**src/rtl/ex_stage_if.sv**
```systemverilog
// rtl/ex_stage_if.sv - ID/EX, MEM/WB forwarding and EX/MEM bundle for the execute stage
//
// master: upstream/downstream pipeline side (drives ID/EX, MEM/WB, flush; sees EX/MEM, ex_stall)
// slave : ex_stage
//   flush                         squash the instruction currently in EX
//   IDEX_*                        decoded instruction held in the ID/EX register
//   MEMWB_RegWrite/rd/WriteData   writeback forwarding source
//   ex_stall                      hold PC, IF/ID and ID/EX this cycle
//   EXMEM_*                       registered results for the memory stage
interface ex_stage_if;
    logic        flush;

    logic        IDEX_Branch;
    logic        IDEX_MemRead;
    logic        IDEX_MemWrite;
    logic        IDEX_MemtoReg;
    logic        IDEX_RegWrite;
    logic        IDEX_ALUSrc;
    logic [3:0]  IDEX_ALUOp;
    logic [3:0]  IDEX_Funct;
    logic [4:0]  IDEX_rs1;
    logic [4:0]  IDEX_rs2;
    logic [4:0]  IDEX_rd;
    logic [63:0] IDEX_PC_Out;
    logic [63:0] IDEX_ReadData1;
    logic [63:0] IDEX_ReadData2;
    logic [63:0] IDEX_imm;

    logic        MEMWB_RegWrite;
    logic [4:0]  MEMWB_rd;
    logic [63:0] MEMWB_WriteData;

    logic        ex_stall;

    logic        EXMEM_Branch;
    logic        EXMEM_MemRead;
    logic        EXMEM_MemWrite;
    logic        EXMEM_MemtoReg;
    logic        EXMEM_RegWrite;
    logic        EXMEM_BranchTaken;
    logic [4:0]  EXMEM_rd;
    logic [63:0] EXMEM_ALUResult;
    logic [63:0] EXMEM_WriteData;
    logic [63:0] EXMEM_BranchTarget;

    modport master (
        output flush,
        output IDEX_Branch, IDEX_MemRead, IDEX_MemWrite, IDEX_MemtoReg, IDEX_RegWrite, IDEX_ALUSrc,
        output IDEX_ALUOp, IDEX_Funct, IDEX_rs1, IDEX_rs2, IDEX_rd,
        output IDEX_PC_Out, IDEX_ReadData1, IDEX_ReadData2, IDEX_imm,
        output MEMWB_RegWrite, MEMWB_rd, MEMWB_WriteData,
        input  ex_stall,
        input  EXMEM_Branch, EXMEM_MemRead, EXMEM_MemWrite, EXMEM_MemtoReg, EXMEM_RegWrite,
        input  EXMEM_BranchTaken, EXMEM_rd, EXMEM_ALUResult, EXMEM_WriteData, EXMEM_BranchTarget
    );

    modport slave (
        input  flush,
        input  IDEX_Branch, IDEX_MemRead, IDEX_MemWrite, IDEX_MemtoReg, IDEX_RegWrite, IDEX_ALUSrc,
        input  IDEX_ALUOp, IDEX_Funct, IDEX_rs1, IDEX_rs2, IDEX_rd,
        input  IDEX_PC_Out, IDEX_ReadData1, IDEX_ReadData2, IDEX_imm,
        input  MEMWB_RegWrite, MEMWB_rd, MEMWB_WriteData,
        output ex_stall,
        output EXMEM_Branch, EXMEM_MemRead, EXMEM_MemWrite, EXMEM_MemtoReg, EXMEM_RegWrite,
        output EXMEM_BranchTaken, EXMEM_rd, EXMEM_ALUResult, EXMEM_WriteData, EXMEM_BranchTarget
    );
endinterface

```
**src/rtl/ex_stage.sv**
```systemverilog
// rtl/ex_stage.sv - RV64 execute stage with forwarding, branch resolve, iterative MUL and EX/MEM register
//
// Ports:
//   clk    rising-edge clock
//   reset  asynchronous, active-high
//   bus    ex_stage_if.slave: ID/EX inputs, MEM/WB forwarding, flush, ex_stall, EX/MEM outputs
// Parameter:
//   MUL_CYCLES  shift-add iterations of the multiplier (one multiplier bit per cycle)
module ex_stage #(
    parameter int MUL_CYCLES = 64
) (
    input logic       clk,
    input logic       reset,
    ex_stage_if.slave bus
);
    localparam int CNT_W = $clog2(MUL_CYCLES + 1);

    localparam logic [3:0] OP_ADD    = 4'b0000;
    localparam logic [3:0] OP_BRANCH = 4'b0001;
    localparam logic [3:0] OP_RTYPE  = 4'b0010;
    localparam logic [3:0] OP_ITYPE  = 4'b0011;
    localparam logic [3:0] OP_MUL    = 4'b0100;

    typedef enum logic [1:0] {
        IDLE,
        BUSY,
        DONE
    } state_t;

    state_t           state;
    logic [CNT_W-1:0] count;
    logic [63:0]      product;
    logic [63:0]      multiplicand;
    logic [63:0]      multiplier;

    logic        exmem_branch;
    logic        exmem_mem_read;
    logic        exmem_mem_write;
    logic        exmem_mem_to_reg;
    logic        exmem_reg_write;
    logic        exmem_branch_taken;
    logic [4:0]  exmem_rd;
    logic [63:0] exmem_alu_result;
    logic [63:0] exmem_write_data;
    logic [63:0] exmem_branch_target;

    logic [63:0] op_a;
    logic [63:0] fwd_b;
    logic [63:0] op_b;
    logic [63:0] alu_result;
    logic [63:0] branch_target;
    logic [2:0]  funct3;
    logic [5:0]  shamt;
    logic        alt;
    logic        cond;
    logic        is_mul;
    logic        stall;

    // EX/MEM wins over MEM/WB because it holds the younger write to the same register.
    always_comb begin
        op_a = bus.IDEX_ReadData1;
        if (exmem_reg_write && exmem_rd != 5'd0 && exmem_rd == bus.IDEX_rs1) begin
            op_a = exmem_alu_result;
        end else if (bus.MEMWB_RegWrite && bus.MEMWB_rd != 5'd0 && bus.MEMWB_rd == bus.IDEX_rs1) begin
            op_a = bus.MEMWB_WriteData;
        end
    end

    always_comb begin
        fwd_b = bus.IDEX_ReadData2;
        if (exmem_reg_write && exmem_rd != 5'd0 && exmem_rd == bus.IDEX_rs2) begin
            fwd_b = exmem_alu_result;
        end else if (bus.MEMWB_RegWrite && bus.MEMWB_rd != 5'd0 && bus.MEMWB_rd == bus.IDEX_rs2) begin
            fwd_b = bus.MEMWB_WriteData;
        end
    end

    assign op_b          = bus.IDEX_ALUSrc ? bus.IDEX_imm : fwd_b;
    assign funct3        = bus.IDEX_Funct[2:0];
    assign shamt         = op_b[5:0];
    assign branch_target = bus.IDEX_PC_Out + (bus.IDEX_imm << 1);

    // I-type has no subtract; funct7[5] only distinguishes srli from srai.
    assign alt = (bus.IDEX_ALUOp == OP_RTYPE) ? bus.IDEX_Funct[3]
                                              : (funct3 == 3'b101) && bus.IDEX_Funct[3];

    always_comb begin
        alu_result = 64'd0;
        case (bus.IDEX_ALUOp)
            OP_ADD:    alu_result = op_a + op_b;
            OP_BRANCH: alu_result = op_a - op_b;
            OP_RTYPE, OP_ITYPE: begin
                case ({alt, funct3})
                    4'b0000: alu_result = op_a + op_b;
                    4'b1000: alu_result = op_a - op_b;
                    4'b0001: alu_result = op_a << shamt;
                    4'b0010: alu_result = {63'd0, $signed(op_a) < $signed(op_b)};
                    4'b0011: alu_result = {63'd0, op_a < op_b};
                    4'b0100: alu_result = op_a ^ op_b;
                    4'b0101: alu_result = op_a >> shamt;
                    4'b1101: alu_result = $unsigned($signed(op_a) >>> shamt);
                    4'b0110: alu_result = op_a | op_b;
                    4'b0111: alu_result = op_a & op_b;
                    default: alu_result = 64'd0;
                endcase
            end
            default:   alu_result = 64'd0;
        endcase
    end

    always_comb begin
        cond = 1'b0;
        case (funct3)
            3'b000:  cond = (op_a == op_b);
            3'b001:  cond = (op_a != op_b);
            3'b100:  cond = ($signed(op_a) < $signed(op_b));
            3'b101:  cond = ($signed(op_a) >= $signed(op_b));
            3'b110:  cond = (op_a < op_b);
            3'b111:  cond = (op_a >= op_b);
            default: cond = 1'b0;
        endcase
    end

    assign is_mul = (bus.IDEX_ALUOp == OP_MUL);
    // Gated by reset so a MUL sitting in ID/EX cannot stall the front end during reset.
    assign stall  = !reset && (((state == IDLE) && is_mul && !bus.flush) || (state == BUSY));

    always_ff @(posedge clk or posedge reset) begin
        if (reset) begin
            state               <= IDLE;
            count               <= '0;
            product             <= 64'd0;
            multiplicand        <= 64'd0;
            multiplier          <= 64'd0;
            exmem_branch        <= 1'b0;
            exmem_mem_read      <= 1'b0;
            exmem_mem_write     <= 1'b0;
            exmem_mem_to_reg    <= 1'b0;
            exmem_reg_write     <= 1'b0;
            exmem_branch_taken  <= 1'b0;
            exmem_rd            <= 5'd0;
            exmem_alu_result    <= 64'd0;
            exmem_write_data    <= 64'd0;
            exmem_branch_target <= 64'd0;
        end else begin
            case (state)
                IDLE: begin
                    if (is_mul && !bus.flush) begin
                        state        <= BUSY;
                        multiplicand <= op_a;
                        multiplier   <= op_b;
                        product      <= 64'd0;
                        count        <= '0;
                    end
                end
                BUSY: begin
                    if (bus.flush) begin
                        state <= IDLE;
                    end else begin
                        if (multiplier[0]) begin
                            product <= product + multiplicand;
                        end
                        multiplicand <= multiplicand << 1;
                        multiplier   <= multiplier >> 1;
                        count        <= count + CNT_W'(1);
                        if (count == CNT_W'(MUL_CYCLES - 1)) begin
                            state <= DONE;
                        end
                    end
                end
                DONE:    state <= IDLE;
                default: state <= IDLE;
            endcase

            // Bubble: control cleared, data left as it was.
            if (bus.flush || stall) begin
                exmem_branch       <= 1'b0;
                exmem_mem_read     <= 1'b0;
                exmem_mem_write    <= 1'b0;
                exmem_mem_to_reg   <= 1'b0;
                exmem_reg_write    <= 1'b0;
                exmem_branch_taken <= 1'b0;
            end else begin
                exmem_branch        <= bus.IDEX_Branch;
                exmem_mem_read      <= bus.IDEX_MemRead;
                exmem_mem_write     <= bus.IDEX_MemWrite;
                exmem_mem_to_reg    <= bus.IDEX_MemtoReg;
                exmem_reg_write     <= bus.IDEX_RegWrite;
                exmem_branch_taken  <= bus.IDEX_Branch && cond;
                exmem_rd            <= bus.IDEX_rd;
                exmem_alu_result    <= (state == DONE) ? product : alu_result;
                exmem_write_data    <= fwd_b;
                exmem_branch_target <= branch_target;
            end
        end
    end

    assign bus.ex_stall           = stall;
    assign bus.EXMEM_Branch       = exmem_branch;
    assign bus.EXMEM_MemRead      = exmem_mem_read;
    assign bus.EXMEM_MemWrite     = exmem_mem_write;
    assign bus.EXMEM_MemtoReg     = exmem_mem_to_reg;
    assign bus.EXMEM_RegWrite     = exmem_reg_write;
    assign bus.EXMEM_BranchTaken  = exmem_branch_taken;
    assign bus.EXMEM_rd           = exmem_rd;
    assign bus.EXMEM_ALUResult    = exmem_alu_result;
    assign bus.EXMEM_WriteData    = exmem_write_data;
    assign bus.EXMEM_BranchTarget = exmem_branch_target;
endmodule

```
**src/flat_wrapper.sv**
```systemverilog
// flat-port wrapper written by rule: the top's interface ports become plain ports
module ex_stage_flat 
#(
    parameter int MUL_CYCLES = 64
)
  (clk, reset, bus_flush, bus_IDEX_Branch, bus_IDEX_MemRead, bus_IDEX_MemWrite, bus_IDEX_MemtoReg, bus_IDEX_RegWrite, bus_IDEX_ALUSrc, bus_IDEX_ALUOp, bus_IDEX_Funct, bus_IDEX_rs1, bus_IDEX_rs2, bus_IDEX_rd, bus_IDEX_PC_Out, bus_IDEX_ReadData1, bus_IDEX_ReadData2, bus_IDEX_imm, bus_MEMWB_RegWrite, bus_MEMWB_rd, bus_MEMWB_WriteData, bus_ex_stall, bus_EXMEM_Branch, bus_EXMEM_MemRead, bus_EXMEM_MemWrite, bus_EXMEM_MemtoReg, bus_EXMEM_RegWrite, bus_EXMEM_BranchTaken, bus_EXMEM_rd, bus_EXMEM_ALUResult, bus_EXMEM_WriteData, bus_EXMEM_BranchTarget);
  ex_stage_if bus_i ();
  input logic clk;
  input logic reset;
  input wire logic [$bits(bus_i.flush)-1:0] bus_flush;
  input wire logic [$bits(bus_i.IDEX_Branch)-1:0] bus_IDEX_Branch;
  input wire logic [$bits(bus_i.IDEX_MemRead)-1:0] bus_IDEX_MemRead;
  input wire logic [$bits(bus_i.IDEX_MemWrite)-1:0] bus_IDEX_MemWrite;
  input wire logic [$bits(bus_i.IDEX_MemtoReg)-1:0] bus_IDEX_MemtoReg;
  input wire logic [$bits(bus_i.IDEX_RegWrite)-1:0] bus_IDEX_RegWrite;
  input wire logic [$bits(bus_i.IDEX_ALUSrc)-1:0] bus_IDEX_ALUSrc;
  input wire logic [$bits(bus_i.IDEX_ALUOp)-1:0] bus_IDEX_ALUOp;
  input wire logic [$bits(bus_i.IDEX_Funct)-1:0] bus_IDEX_Funct;
  input wire logic [$bits(bus_i.IDEX_rs1)-1:0] bus_IDEX_rs1;
  input wire logic [$bits(bus_i.IDEX_rs2)-1:0] bus_IDEX_rs2;
  input wire logic [$bits(bus_i.IDEX_rd)-1:0] bus_IDEX_rd;
  input wire logic [$bits(bus_i.IDEX_PC_Out)-1:0] bus_IDEX_PC_Out;
  input wire logic [$bits(bus_i.IDEX_ReadData1)-1:0] bus_IDEX_ReadData1;
  input wire logic [$bits(bus_i.IDEX_ReadData2)-1:0] bus_IDEX_ReadData2;
  input wire logic [$bits(bus_i.IDEX_imm)-1:0] bus_IDEX_imm;
  input wire logic [$bits(bus_i.MEMWB_RegWrite)-1:0] bus_MEMWB_RegWrite;
  input wire logic [$bits(bus_i.MEMWB_rd)-1:0] bus_MEMWB_rd;
  input wire logic [$bits(bus_i.MEMWB_WriteData)-1:0] bus_MEMWB_WriteData;
  output wire logic [$bits(bus_i.ex_stall)-1:0] bus_ex_stall;
  output wire logic [$bits(bus_i.EXMEM_Branch)-1:0] bus_EXMEM_Branch;
  output wire logic [$bits(bus_i.EXMEM_MemRead)-1:0] bus_EXMEM_MemRead;
  output wire logic [$bits(bus_i.EXMEM_MemWrite)-1:0] bus_EXMEM_MemWrite;
  output wire logic [$bits(bus_i.EXMEM_MemtoReg)-1:0] bus_EXMEM_MemtoReg;
  output wire logic [$bits(bus_i.EXMEM_RegWrite)-1:0] bus_EXMEM_RegWrite;
  output wire logic [$bits(bus_i.EXMEM_BranchTaken)-1:0] bus_EXMEM_BranchTaken;
  output wire logic [$bits(bus_i.EXMEM_rd)-1:0] bus_EXMEM_rd;
  output wire logic [$bits(bus_i.EXMEM_ALUResult)-1:0] bus_EXMEM_ALUResult;
  output wire logic [$bits(bus_i.EXMEM_WriteData)-1:0] bus_EXMEM_WriteData;
  output wire logic [$bits(bus_i.EXMEM_BranchTarget)-1:0] bus_EXMEM_BranchTarget;
  assign bus_i.flush = bus_flush;
  assign bus_i.IDEX_Branch = bus_IDEX_Branch;
  assign bus_i.IDEX_MemRead = bus_IDEX_MemRead;
  assign bus_i.IDEX_MemWrite = bus_IDEX_MemWrite;
  assign bus_i.IDEX_MemtoReg = bus_IDEX_MemtoReg;
  assign bus_i.IDEX_RegWrite = bus_IDEX_RegWrite;
  assign bus_i.IDEX_ALUSrc = bus_IDEX_ALUSrc;
  assign bus_i.IDEX_ALUOp = bus_IDEX_ALUOp;
  assign bus_i.IDEX_Funct = bus_IDEX_Funct;
  assign bus_i.IDEX_rs1 = bus_IDEX_rs1;
  assign bus_i.IDEX_rs2 = bus_IDEX_rs2;
  assign bus_i.IDEX_rd = bus_IDEX_rd;
  assign bus_i.IDEX_PC_Out = bus_IDEX_PC_Out;
  assign bus_i.IDEX_ReadData1 = bus_IDEX_ReadData1;
  assign bus_i.IDEX_ReadData2 = bus_IDEX_ReadData2;
  assign bus_i.IDEX_imm = bus_IDEX_imm;
  assign bus_i.MEMWB_RegWrite = bus_MEMWB_RegWrite;
  assign bus_i.MEMWB_rd = bus_MEMWB_rd;
  assign bus_i.MEMWB_WriteData = bus_MEMWB_WriteData;
  assign bus_ex_stall = bus_i.ex_stall;
  assign bus_EXMEM_Branch = bus_i.EXMEM_Branch;
  assign bus_EXMEM_MemRead = bus_i.EXMEM_MemRead;
  assign bus_EXMEM_MemWrite = bus_i.EXMEM_MemWrite;
  assign bus_EXMEM_MemtoReg = bus_i.EXMEM_MemtoReg;
  assign bus_EXMEM_RegWrite = bus_i.EXMEM_RegWrite;
  assign bus_EXMEM_BranchTaken = bus_i.EXMEM_BranchTaken;
  assign bus_EXMEM_rd = bus_i.EXMEM_rd;
  assign bus_EXMEM_ALUResult = bus_i.EXMEM_ALUResult;
  assign bus_EXMEM_WriteData = bus_i.EXMEM_WriteData;
  assign bus_EXMEM_BranchTarget = bus_i.EXMEM_BranchTarget;
  ex_stage #(.MUL_CYCLES(MUL_CYCLES)) u_core (.clk(clk), .reset(reset), .bus(bus_i));
endmodule
```
**config.mk**
```make
export PLATFORM = sky130hd
export DESIGN_NAME = ex_stage_flat
export DESIGN_NICKNAME = d
export VERILOG_FILES = /design/src/rtl/ex_stage_if.sv /design/src/rtl/ex_stage.sv /design/src/flat_wrapper.sv
export SDC_FILE = /design/constraint.sdc
export NUM_CORES = 2
export LEC_CHECK = 0
export ABC_AREA = 1
export CORE_ASPECT_RATIO = 1.2
export CORE_MARGIN = 2
export CORE_UTILIZATION = 42
export CTS_CLUSTER_SIZE = 40
export DETAILED_ROUTE_END_ITERATION = 10
export PLACE_DENSITY = 0.62
export REMOVE_ABC_BUFFERS = 1
export SYNTH_ARGS = -nofsm -noshare
export SYNTH_HDL_FRONTEND = slang
export SYNTH_SLANG_ARGS = --single-unit
export TNS_END_PERCENT = 100
```
**constraint.sdc**
```tcl
create_clock -name clk -period 23.9 [get_ports clk]
set_clock_uncertainty 0.2 [all_clocks]
set_input_delay 3.585 -clock clk [delete_from_list [all_inputs] [get_ports clk]]
set_output_delay 3.585 -clock clk [all_outputs]
set_load 0.02 [all_outputs]
```
==> summary.md <==
| Metric | Value |
|---|---|
| CTS buffer count | 51 |
| Max Freq | 91.4 MHz |
| Max-Slew Margin vs Limit | 9.40% |
| Routed len/inst | 28.5 um |
| Slowest CP cell | o21ai_1 |
| H-tree depth | 2 |
| Number of global-route vias before repair | 60700 |
| Critical Path Max Stage Delay | 700 ps |
| Die X | 320 um |
| Vias per cell | 6.24 |
| Top cell by count, worst path | nand2_1 |
| Fillcell total | 12500 |
| Ys Warns | 0 |
| Antenna-violating nets left | 0 |
| Commonest non-fill, non-tap cell in the layout | nand2_1 |
| Status | completed |
| 1st-iter DRT viols | 9411 |
| Ranking of synthesized cells by area | dfrtp_1, nand2_1, nand3_1, a21oi_1, ha_1 |
| Post-CTS Setup Inserts | 0 |
| LEAKAGE | 28.5 nW |
| Clk_lat worst skew | 690 ps |
| PortBufs | 561 |
| RSZ-0062 raised after global routing | no |
| Hold Buf Count CTS | 0 |
| Worst setup EP type | register |
| Share of cells above drive strength 1 | 3.93% |
| Slew Limit Fails | 0 |
| Worst-margin pin slew | 1350 ps |
| CTS sink cnt | 404 |
| GR Util All Layers | 46.2% |
| CP arrival | 11360 ps |
| Vias | 64600 |
| # DRC | 0 |
| Setup TNS | 0 ps |
| Post-Synth XOR/XNOR Area | 2.69% |
| Synthesized instance count | 8492 |
| Async S/R FF share, synth | 100% |
| Die area | 122000 um^2 |
| Synthesized area per cell | 5.91 um^2 |
| Data required, critical path | 24310 ps |
| Initial antenna violation count | 25 |
| DPL Wire Length | 233000 um |
| CP startpoint kind | primary input |
| Cell Area, Placed | 56600 um^2 |
| Pre-CTS setup slack | 12620 ps |
| Post-synth EDFFs | 0 |
| Setup ws final | 12950 ps |
| Final Hold Viols | 0 |
| CTS tree | built |
| Yosys top cell area share | 20.1% |
| CTS root buf | clkbuf_16 |
| DR pass1 iterations | 10 |
| Compound-gate portion of the synthesized area | 20.3% |
| GP Congestion | 1.12 |
| Most used DFF post-synth | dfrtp_1 |
| Layout Nets | 9446 |
| VDD IR max | 0.0551 mV |
| Most frequent cells in the layout | nand2_1, nand3_1, inv_1, a21oi_1, nor2_1 |
| Cell area after layout | 58400 um^2 |
| HP Class | register to register |
| First-pass GRT wire length | 417000 um |
| Ports | 562 |
| Cell area after synthesis | 50200 um^2 |
| Dominant cell type by area after synthesis | dfrtp_1 |
| Simple-gate share of the synthesized area | 37.4% |
| Post-Synth Adder-Cell Area | 8.24% |
| Largest family of logic cells by synthesized area | simple AND/OR/NAND/NOR gates |
| Max Cap Viol | 0 |
| Final worst path period need | 10950 ps |
| Setup violation total in the final timing report | 0 |
| Gr ovfl total | 0 |
| Std cell rows | 138 |
| Clock slew seen by the registers of the worst setup and hold paths | 60 ps |
| Mux cell area share after synthesis | 0% |
| Die Ht | 383 um |
| Yosys reg bits | 404 |
| Clock Tree Buf Depth | 3 |
| Pwr Density | 62.3 nW/um^2 |
| Largest net degree at the start of global routing | 173 |
| Layout area overhead | 16.4% |
| Starting Density | 42.4% |
| Seq/Total Area, Yosys | 20.1% |
| Area of the core | 118000 um^2 |
| DRT Wirelength | 295000 um |
| CP max FO | 123 |
| Tcrit/Tclk final | 45.8% |
| Post-cts gate resize count | 0 |
| Netlist cell types | 63 |
| Crit Path Class | primary input to register |
[flip-flops by register name, indices dropped and copies added (netlist names)]
signal	flops
u_core.bus.EXMEM_ALUResult	64
u_core.bus.EXMEM_Branch	1
u_core.bus.EXMEM_BranchTaken	1
u_core.bus.EXMEM_BranchTarget	64
u_core.bus.EXMEM_MemRead	1
u_core.bus.EXMEM_MemWrite	1
u_core.bus.EXMEM_MemtoReg	1
u_core.bus.EXMEM_RegWrite	1
u_core.bus.EXMEM_WriteData	64
u_core.bus.EXMEM_rd	5
u_core.count	7
u_core.multiplicand	64
u_core.multiplier	64
u_core.product	64
u_core.state	2
[Yosys cell counts (11+ instances only)]
master and instances:
a221oi_1 28, o22ai_1 33, a31oi_1 110, inv_1 923, buf_4 27, inv_2 16
nand2_1 2093, nor4_1 15, nand4_1 68, o21bai_1 20, o31ai_1 14, buf_1 34
nor3_1 53, nor2_1 774, o2111ai_1 11, buf_6 19, a21o_1 21, o21ai_0 486
o221ai_1 20, xor2_1 128, dfrtp_1 404, nand3_1 1242, buf_2 142, a22o_1 28
a21boi_0 18, o21a_1 25, nand2_2 13, and3_1 17, clkbuf_1 223, xnor2_1 26
o211ai_1 39, or2_2 56, ha_1 324, o21ai_1 89, a21oi_1 838
[cell type report]
type	count	area (um^2)	share of cell area, %
antenna	13	32.5	0.0557
clock buffer	57	1360	2.33
clock inverter	37	434	0.743
inverter	945	3570	6.12
multi-input combinational	6698	34600	59.2
sequential	404	10100	17.3
tap	1540	1930	3.30
timing repair buffer	660	6420	11.0
[per-layer routing]
metal / wire length [um] / vias up / global-route usage (%)
met1: 109000 / 30400 / 55.7
met5: 112 / - / 0.556
li1: - / 28800 / -
met4: 26000 / 20 / 33.4
met3: 33800 / 1014 / 12.3
met2: 126000 / 4390 / 71.0
[power breakdown]
part | leakage, nW | switching [mW] | internal (mW)
sequential | 4.91 | 0.123 | 0.809
combinational | 22.7 | 1.27 | 0.572
clock | 0.855 | 0.389 | 0.472
total | 28.5 | 1.78 | 1.85
[logic make-up (layout without fill, tap and decap cells)]
family,count (synthesis),after routing
compound gates,1832,1832
fa+ha+maj,328,328
flops,404,404
xor+xnor,154,154
other cells,0,13
simple gates,4384,4384
buf+inv,1390,1699
[worst max-delay path: cells and delay by family]
| kind | cells | cell delay [ps] |
|---|---|---|
| AOI/OAI and AO/OA | 7 | 1790 |
| and+or+nand+nor | 19 | 2210 |
| adders and majority gates | 1 | 610 |
| xor gates and xnor gates | 1 | 210 |
| buffers and inverters | 7 | 2670 |
[worst paths after layout]
check	depth (start not counted)	start	end	slack, ps
max in group asynchronous	4	reset	u_core.bus.EXMEM_ALUResult[17]$_DFFE_PP0N_	18770
min	2	u_core.bus.EXMEM_BranchTarget[0]$_DFFE_PP0N_	u_core.bus.EXMEM_BranchTarget[0]$_DFFE_PP0N_	280
min in group asynchronous	2	reset	u_core.product[43]$_DFFE_PP0P_	3030
max reg2reg	27	u_core.bus.EXMEM_rd[2]$_DFFE_PP0N_	u_core.bus.EXMEM_ALUResult[16]$_DFFE_PP0N_	15980
min reg2reg	2	u_core.bus.EXMEM_BranchTarget[0]$_DFFE_PP0N_	u_core.bus.EXMEM_BranchTarget[0]$_DFFE_PP0N_	280
max	35	bus_MEMWB_rd[3]	u_core.bus.EXMEM_ALUResult[43]$_DFFE_PP0N_	12950
[stage by stage]
stage | hold slack [ps] | total power, mW | instances | util, %
floorplan | 248 | 1.97 | 8047 | -
global placement | 256 | 2.69 | 10200 | 47.8
detailed placement | 266 | 2.70 | 10200 | 47.9
CTS | 286 | 3.56 | 10300 | 49.4
global route | 302 | 3.79 | 10300 | 49.4
finish | 279 | 3.64 | 10400 | 49.4
(Power assumes the default switching activity.)
